## config.mk

```make
export PLATFORM = sky130hd
export DESIGN_NAME = store_buffer_flat
export DESIGN_NICKNAME = d
export VERILOG_FILES = /design/src/rtl/store_buffer_if.sv /design/src/rtl/store_buffer.sv /design/src/flat_wrapper.sv
export SDC_FILE = /design/constraint.sdc
export NUM_CORES = 1
export LEC_CHECK = 0
export CORE_MARGIN = 3
export CORE_UTILIZATION = 52
export DETAILED_ROUTE_END_ITERATION = 10
export PLACE_DENSITY_LB_ADDON = 0.2
export SETUP_SLACK_MARGIN = 0.15
export SYNTH_ARGS = -nofsm -noshare
export SYNTH_HDL_FRONTEND = slang
export SYNTH_SLANG_ARGS = --single-unit
```

## constraint.sdc

```tcl
create_clock -name clk -period 3.5 [get_ports clk]
set_clock_uncertainty 0.15 [all_clocks]
set_input_delay 0.525 -clock clk [delete_from_list [all_inputs] [get_ports clk]]
set_output_delay 0.525 -clock clk [all_outputs]
set_load 0.02 [all_outputs]
```

## src/rtl/store_buffer_if.sv

```systemverilog
// Store buffer bus bundle: MEM-stage store port, load-forwarding port and the
// data RAM write port.
//   master : the pipeline / RAM side (drives st_*, ld_req, ld_addr, mem_busy)
//   slave  : the store buffer (drives st_ready, ld_*, MemWrite, mem_*, full, empty)
interface store_buffer_if;
  logic        st_valid;
  logic [31:0] st_addr;
  logic [31:0] st_data;
  logic        st_ready;
  logic        ld_req;
  logic [31:0] ld_addr;
  logic        ld_hit;
  logic [31:0] ld_data;
  logic        ld_stall;
  logic        mem_busy;
  logic        MemWrite;
  logic [31:0] mem_addr;
  logic [31:0] mem_wdata;
  logic        full;
  logic        empty;

  modport master (
    output st_valid, st_addr, st_data, ld_req, ld_addr, mem_busy,
    input  st_ready, ld_hit, ld_data, ld_stall, MemWrite, mem_addr, mem_wdata, full, empty
  );

  modport slave (
    input  st_valid, st_addr, st_data, ld_req, ld_addr, mem_busy,
    output st_ready, ld_hit, ld_data, ld_stall, MemWrite, mem_addr, mem_wdata, full, empty
  );
endinterface

```

## src/rtl/store_buffer.sv

```systemverilog
// Store buffer: circular FIFO of pending {addr, data} stores drained to the
// data RAM whenever its port is free, in strict program order.
// Ports:
//   clk   - system clock, rising-edge state updates
//   rst_n - asynchronous active-low reset, discards all pending stores
//   bus   - store_buffer_if.slave: store input (st_valid/st_addr/st_data/st_ready),
//           load lookup (ld_req/ld_addr/ld_hit/ld_data/ld_stall),
//           RAM write port (mem_busy/MemWrite/mem_addr/mem_wdata), status (full/empty)
// Configuration:
//   STORE_FWD_EN defined   - word-address forwarding from the youngest matching
//                            entry, ld_stall tied to 0
//   STORE_FWD_EN undefined - no comparators, ld_hit/ld_data tied to 0,
//                            ld_stall = ld_req && !empty
module store_buffer #(
  parameter int unsigned DEPTH = 4
) (
  input logic           clk,
  input logic           rst_n,
  store_buffer_if.slave bus
);

  localparam int unsigned PtrW = $clog2(DEPTH);
  localparam int unsigned CntW = PtrW + 1;

  logic [PtrW-1:0] head_q, head_d;
  logic [PtrW-1:0] tail_q, tail_d;
  logic [CntW-1:0] count_q, count_d;

  // Entry storage is deliberately not reset; count_q alone defines validity.
  logic [31:0] addr_q [DEPTH];
  logic [31:0] data_q [DEPTH];

  logic full, empty, enq, deq;

  assign full  = (count_q == CntW'(DEPTH));
  assign empty = (count_q == '0);
  // A full buffer never takes a store, even if it drains in the same cycle.
  assign enq   = bus.st_valid && !full;
  assign deq   = !empty && !bus.mem_busy;

  assign bus.full      = full;
  assign bus.empty     = empty;
  assign bus.st_ready  = !full;
  assign bus.MemWrite  = deq;
  assign bus.mem_addr  = empty ? 32'h0 : addr_q[head_q];
  assign bus.mem_wdata = empty ? 32'h0 : data_q[head_q];

  always_comb begin
    head_d  = head_q;
    tail_d  = tail_q;
    count_d = count_q;
    if (enq) tail_d = tail_q + PtrW'(1);
    if (deq) head_d = head_q + PtrW'(1);
    case ({enq, deq})
      2'b10:   count_d = count_q + CntW'(1);
      2'b01:   count_d = count_q - CntW'(1);
      default: count_d = count_q;
    endcase
  end

  always_ff @(posedge clk or negedge rst_n) begin
    if (!rst_n) begin
      head_q  <= '0;
      tail_q  <= '0;
      count_q <= '0;
    end else begin
      head_q  <= head_d;
      tail_q  <= tail_d;
      count_q <= count_d;
    end
  end

  always_ff @(posedge clk) begin
    if (enq) begin
      addr_q[tail_q] <= bus.st_addr;
      data_q[tail_q] <= bus.st_data;
    end
  end

`ifdef STORE_FWD_EN
  logic            fwd_hit;
  logic [31:0]     fwd_data;
  logic [PtrW-1:0] idx;
  logic            unused_ld_addr;

  assign unused_ld_addr = ^bus.ld_addr[1:0];

  // Walk oldest to youngest so the last match (closest to tail) wins. The head
  // entry stays valid here even while it is being written to RAM.
  always_comb begin
    fwd_hit  = 1'b0;
    fwd_data = 32'h0;
    idx      = head_q;
    if (bus.ld_req) begin
      for (int k = 0; k < DEPTH; k++) begin
        idx = head_q + PtrW'(k);
        if ((CntW'(k) < count_q) && (addr_q[idx][31:2] == bus.ld_addr[31:2])) begin
          fwd_hit  = 1'b1;
          fwd_data = data_q[idx];
        end
      end
    end
  end

  assign bus.ld_hit   = fwd_hit;
  assign bus.ld_data  = fwd_data;
  assign bus.ld_stall = 1'b0;
`else
  logic unused_ld_addr;

  assign unused_ld_addr = ^bus.ld_addr;
  assign bus.ld_hit     = 1'b0;
  assign bus.ld_data    = 32'h0;
  // Without forwarding any load must wait until every older store is in RAM.
  assign bus.ld_stall   = bus.ld_req && !empty;
`endif

endmodule
```

## src/flat_wrapper.sv

```systemverilog
// flat-port wrapper written by rule: the top's interface ports become plain ports
module store_buffer_flat 
#(
  parameter int unsigned DEPTH = 4
)
  (clk, rst_n, bus_st_valid, bus_st_addr, bus_st_data, bus_ld_req, bus_ld_addr, bus_mem_busy, bus_st_ready, bus_ld_hit, bus_ld_data, bus_ld_stall, bus_MemWrite, bus_mem_addr, bus_mem_wdata, bus_full, bus_empty);
  store_buffer_if bus_i ();
  input logic clk;
  input logic rst_n;
  input wire logic [$bits(bus_i.st_valid)-1:0] bus_st_valid;
  input wire logic [$bits(bus_i.st_addr)-1:0] bus_st_addr;
  input wire logic [$bits(bus_i.st_data)-1:0] bus_st_data;
  input wire logic [$bits(bus_i.ld_req)-1:0] bus_ld_req;
  input wire logic [$bits(bus_i.ld_addr)-1:0] bus_ld_addr;
  input wire logic [$bits(bus_i.mem_busy)-1:0] bus_mem_busy;
  output wire logic [$bits(bus_i.st_ready)-1:0] bus_st_ready;
  output wire logic [$bits(bus_i.ld_hit)-1:0] bus_ld_hit;
  output wire logic [$bits(bus_i.ld_data)-1:0] bus_ld_data;
  output wire logic [$bits(bus_i.ld_stall)-1:0] bus_ld_stall;
  output wire logic [$bits(bus_i.MemWrite)-1:0] bus_MemWrite;
  output wire logic [$bits(bus_i.mem_addr)-1:0] bus_mem_addr;
  output wire logic [$bits(bus_i.mem_wdata)-1:0] bus_mem_wdata;
  output wire logic [$bits(bus_i.full)-1:0] bus_full;
  output wire logic [$bits(bus_i.empty)-1:0] bus_empty;
  assign bus_i.st_valid = bus_st_valid;
  assign bus_i.st_addr = bus_st_addr;
  assign bus_i.st_data = bus_st_data;
  assign bus_i.ld_req = bus_ld_req;
  assign bus_i.ld_addr = bus_ld_addr;
  assign bus_i.mem_busy = bus_mem_busy;
  assign bus_st_ready = bus_i.st_ready;
  assign bus_ld_hit = bus_i.ld_hit;
  assign bus_ld_data = bus_i.ld_data;
  assign bus_ld_stall = bus_i.ld_stall;
  assign bus_MemWrite = bus_i.MemWrite;
  assign bus_mem_addr = bus_i.mem_addr;
  assign bus_mem_wdata = bus_i.mem_wdata;
  assign bus_full = bus_i.full;
  assign bus_empty = bus_i.empty;
  store_buffer #(.DEPTH(DEPTH)) u_core (.clk(clk), .rst_n(rst_n), .bus(bus_i));
endmodule
```

## Yosys cells after proc, flatten, opt, wreduce, memory -nomap -nowiden

Memories as Yosys holds them, arrays and structs flattened.
Cells that the tools add are included.

- $add $sub $neg: 4
- Equal/unequal tests: 3
- Muxes and demuxes: 5
- Reductions and logical operators: 8

Operator list:

| kind | count |
|---|---|
| $mux 32 | 2 |
| $pmux 3 s2 | 1 |
| $add 2x1->2 const B | 2 |
| $add 3x1->3 const B | 1 |
| $eq 3x3->1 const B | 1 |
| $logic_and 1x1->1 | 3 |
| $logic_not 1->1 | 3 |
| $logic_not 3->1 | 1 |
| $sub 3x1->3 const B | 1 |
| $eq 2x1->1 const B | 1 |
| $eq 2x2->1 const B | 1 |
| $mux 1 | 2 |
| $reduce_bool 2->1 | 1 |

- Register bits after elaboration: 7
- RAM bits: 256
- Input bits: 101
- Word-level logic and storage cells: 25
- Memories kept: 2

Memories:

| memory | words | width | rd ports | clocked after Yosys merged registers in | wr ports | RTL line | text |
|---|---|---|---|---|---|---|---|
| u_core.addr_q | 4 | 32 | 1 | 0 | 1 | store_buffer.sv:30 | `logic [31:0] addr_q [DEPTH];` |
| u_core.data_q | 4 | 32 | 1 | 0 | 1 | store_buffer.sv:31 | `logic [31:0] data_q [DEPTH];` |

## Logic depth before layout (Yosys ltp)

- Depth in word-level cells: 5
- Mapped depth: 11

## Worst setup path before layout

OpenSTA, ideal clock, no wires.

- Path type: flip-flop to flip-flop
- Start: reg u_core.count_q[0]
- End: mem u_core.addr_q[0][0] (enable)
- Arrival: 2.631 ns
- Data required time: 2.921 ns
- Setup slack: 0.290 ns
- Cell stages (with the launch flop): 6
- Path buffers: 0
- Clock period less this slack: 3.210 ns
- Path through: dfrtp_1 -> inv_1 -> nand3_1 -> inv_1 -> nor2b_2 -> and2_1

- Longest elaborated chain between the ends: 5

Ends and longest elaborated chain:

| what | RTL line | text |
|---|---|---|
| start: declaration | store_buffer.sv:27 | `logic [CntW-1:0] count_q, count_d;` |
| start signal: assignment | store_buffer.sv:69 | `count_q <= count_d;` |
| $eq 3x3->1 | store_buffer.sv:35 | `assign full = (count_q == CntW'(DEPTH));` |
| $logic_not 1->1 | -- |  |
| via bus_st_ready | flat_wrapper.sv:16 | `output wire logic [$bits(bus_i.st_ready)-1:0] bus_st_ready;` |
| $logic_and 1x1->1 | store_buffer.sv:38 | `assign enq = bus.st_valid && !full;` |
| $mux 1 | store_buffer.sv:74 | `if (enq) begin` |
| $mux 1 (not written as such) | store_buffer.sv:75 | `addr_q[tail_q] <= bus.st_addr;` |
| end: declaration | store_buffer.sv:30 |  |

The timed path passes the listed nets, and every way through them passes these cells.

## Worst setup path in the final report

- Start: reg u_core.head_q[0]
- End: out bus_mem_wdata[22]

- Longest elaborated chain between the ends: 2

Ends and longest elaborated chain:

| what | RTL line | text |
|---|---|---|
| start: declaration | store_buffer.sv:25 | `logic [PtrW-1:0] head_q, head_d;` |
| start signal: assignment | store_buffer.sv:63 | `head_q <= '0;` |
| start signal: assignment | store_buffer.sv:67 | `head_q <= head_d;` |
| $mem_v2 4x32 | -- |  |
| $mux 32 | store_buffer.sv:46 | `assign bus.mem_wdata = empty ? 32'h0 : data_q[head_q];` |
| end: declaration | flat_wrapper.sv:22 | `output wire logic [$bits(bus_i.mem_wdata)-1:0] bus_mem_wdata;` |

Every way passes these cells.

==> results.md <==
- Worst-case setup margin in the final layout: approximately 0.27 ns
- Minimum clock period after layout: 3.230 ns
- Estimated wirelength of the detail-placed design: around 12000 um
- Area post-placement: 12000 um^2
- Clock edge transition at the registers on the reported setup and hold paths: 0.06 ns
- Number of buffers inserted for hold repair after clock tree synthesis: 0
- Type of element capturing the critical path: output pin
- R2R depth: 9
- TritonCTS sink count: 263
- NumNets Final: 746
- Power Total: 11.70 mW
- Status: finished clean
- Tightest Hold Check Type: input pin to async pin
- Final routed wire length divided by cell count: 21.18 um
- Area of the die: ~22000 um^2
- Most frequent cells in the layout: 256 x sky130_fd_sc_hd__edfxtp_1, 137 x sky130_fd_sc_hd__clkdlybuf4s50_1, 64 x sky130_fd_sc_hd__mux4_2, 63 x sky130_fd_sc_hd__nor2b_1, 33 x sky130_fd_sc_hd__conb_1
- Antenna viol nets, final: 0
- Cell area after layout: roughly 13000 um^2
- Residual DRC count: 0
- Number of detailed-routing iterations run before antenna repair: 4
- Global-route total usage across every layer: 0.1823
- Number of vias after detailed routing: 4882
- Maximum buffer depth of the clock tree: 3
- Worst IR Drop VDD: 0.5941 mV
- Total global routing overflow: 0
- Largest net degree at the start of global routing: 44
- Die Wd: 147.1 um
- Measured slew at the worst slew-check pin: approximately 0.53 ns
- Antenna diode count: 0
- GPL Wtd Cong: 0.7303
- I/O pin total: 203
- CTS buffer count: 27
- Fraction of the yosys area taken by sequential cells: 0.7599
- Total of warnings raised by yosys: 0
- Hold violation total from the final report: 0
- Power per standard cell area: 910.3 nW/um^2
- Initial antenna violation count: 0
- DRT iter0 DRCs: about 360
- Summed instance area of the synthesized netlist: 10350 um^2
- Placeable Area: 19140 um^2
- Share of final-layout standard cells stronger than drive strength 1: 0.1903
- Post-route fraction of the period consumed by the critical path: 0.9228
- Kind of critical path: register to output pin
- Syn avg cell area: between 20 and 25 um^2
- Flops & latches, synth: 263
- CTS H-tree depth: 1
- Area delta synth->final: 24.17%
- Final setup violation count: 0
- Remaining max-slew budget at the tightest pin: 0.6438
- Vias in the first global route: roughly 5300
- Standard-cell row count: 50
- Arrival time at the worst endpoint: 2.55 ns
- RSZ-0062 raised after global routing: false
- Placement-stage worst setup slack: between 0.6 and 0.7 ns
- Average vias per placed instance: 5.324
- Gate count of the mapped netlist: between 400 and 500
- Unique masters post-synth: 23
- TritonCTS clock tree: done
- Port buffer count: 137
- Most common library cell in the layout ignoring fill and taps: sky130_fd_sc_hd__edfxtp_1
- Maximum fanout encountered on the critical timing path: 31
- Final TNS setup: 0 ns
- Post-detailed-routing wire length: 19420 um
- Data required time at the worst endpoint: 2.82 ns
- Number of slew-limit violations in the final report: 0
- Initial cell density of the core: 0.5405
- Maximum clock rate: 309.6 MHz
- Leak: 4.306 nW
- Worst skew pair latency: 0.51 ns
- Wire length of the first global-routing pass: 30810 um
- Die outline height: between 100 and 150 um
- Element type at the critical path start: register
- Count of maximum capacitance violations: 0
- Cell at the root of the clock tree: sky130_fd_sc_hd__clkbuf_16
-- flip-flops by register name, indices dropped and copies added, names as in the netlist --
name / flops
u_core.data_q: 128
u_core.tail_q: 2
u_core.head_q: 2
u_core.addr_q: 128
u_core.count_q: 3
-- routing by layer --
metal / share of wire / wire length [um] / vias to the layer above / track usage
met5: 0 / 0 / - / 0
met1: 0.41 / 7912 / 2538 / 0.2535
met4: 0.020 / 393 / 0 / 0.04334
met2: 0.50 / 9709 / 162 / 0.2977
met3: 0.072 / 1405 / 27 / 0.04473
li1: - / - / 2155 / -
-- worst paths after layout --
path                                   start                 to  slack (ns)
max reg2reg                u_core.count_q[0]  u_core.count_q[2]        1.05
min                                    rst_n  u_core.count_q[0]        0.15
min in group clk           u_core.count_q[2]  u_core.count_q[2]        0.42
min reg2reg                u_core.count_q[2]  u_core.count_q[2]        0.42
max in group asynchronous              rst_n   u_core.head_q[1]        2.73
max                         u_core.head_q[0]  bus_mem_wdata[22]        0.27
-- cells by family (layout without fill, tap and decap cells) --
kind of cell / after synthesis / count (layout) / share of synthesized area
xor gates and xnor gates: 6 / 6 / 0.005079
adders and majority gates: 6 / 6 / 0.007981
buffers and inverters: 61 / 208 / 0.03966
DFF: 263 / 263 / 0.7599
muxes: 66 / 66 / 0.1414
other: 1 / 33 / 0.0003624
and+or+nand+nor: 75 / 75 / 0.04571
-- synthesized netlist by cell type --
cell type                  count  area (um^2)
sky130_fd_sc_hd__conb_1        1        3.750
sky130_fd_sc_hd__nand3_1       1        5.000
sky130_fd_sc_hd__nor2b_1      63        394.1
sky130_fd_sc_hd__xor2_1        4        35.03
sky130_fd_sc_hd__nor2b_2       1        8.760
sky130_fd_sc_hd__mux2i_1       1        10.01
sky130_fd_sc_hd__clkbuf_1      6        22.52
sky130_fd_sc_hd__and2b_1       2        15.01
sky130_fd_sc_hd__nor3_2        1        10.01
sky130_fd_sc_hd__dfrtp_1       7        175.2
sky130_fd_sc_hd__fa_1          1        20.02
sky130_fd_sc_hd__nor2_1        2        7.510
sky130_fd_sc_hd__mux4_2       64         1441
sky130_fd_sc_hd__buf_6         5        56.30
sky130_fd_sc_hd__buf_4        36        270.3
sky130_fd_sc_hd__inv_1         7        26.28
sky130_fd_sc_hd__mux2_2        1        11.26
sky130_fd_sc_hd__buf_2         7        35.03
sky130_fd_sc_hd__xnor2_1       2        17.52
sky130_fd_sc_hd__ha_1          5        62.56
sky130_fd_sc_hd__edfxtp_1    256         7687
sky130_fd_sc_hd__and2_1        4        25.02
sky130_fd_sc_hd__nor3b_1       1        7.510
-- power by group --
part | switching (mW) | internal [mW] | leakage (nW)
clock network | 1.09 | 1.55 | 0.397
logic | 2.36 | 2.33 | 1.48
registers | 0.207 | 4.17 | 2.42
-- critical path, cell delays in order, from the launching register on --
cell                              delay [ns]
sky130_fd_sc_hd__dfrtp_4                0.46
sky130_fd_sc_hd__buf_12                 0.25
sky130_fd_sc_hd__mux4_2                 0.55
sky130_fd_sc_hd__nor2b_1                0.16
sky130_fd_sc_hd__clkdlybuf4s50_1        0.57
-- per-stage QoR --
step | std cells | hold slack (ns) | util
floorplan | 510 | 0.07941 | -
global placement | 869 | 0.3876 | 0.6268
detailed placement | 869 | 0.4115 | 0.6268
CTS | 917 | 0.1514 | 0.6710
global route | 917 | 0.1563 | 0.6712
finish | 917 | 0.1500 | 0.6712
-- layout make-up --
cell class | instances | area [um^2]
Inverter | 7 | 26.28
Multi-Input combinational cell | 186 | 2211
Clock inverter | 9 | 71.32
Fill cell | 1279 | 6295
Clock buffer | 38 | 747.0
Tap cell | 260 | 325.3
Timing Repair Buffer | 154 | 1598
Sequential cell | 263 | 7870
-- what timing repair did --
action | 4_1_cts | 5_1_grt
gates resized for setup | 0 | 1
buffers inserted | 1 | 0
setup endpoints to repair | 29 | 1
pin swaps | 0 | 0
Note: power is estimated with default switching activity, not from simulation.
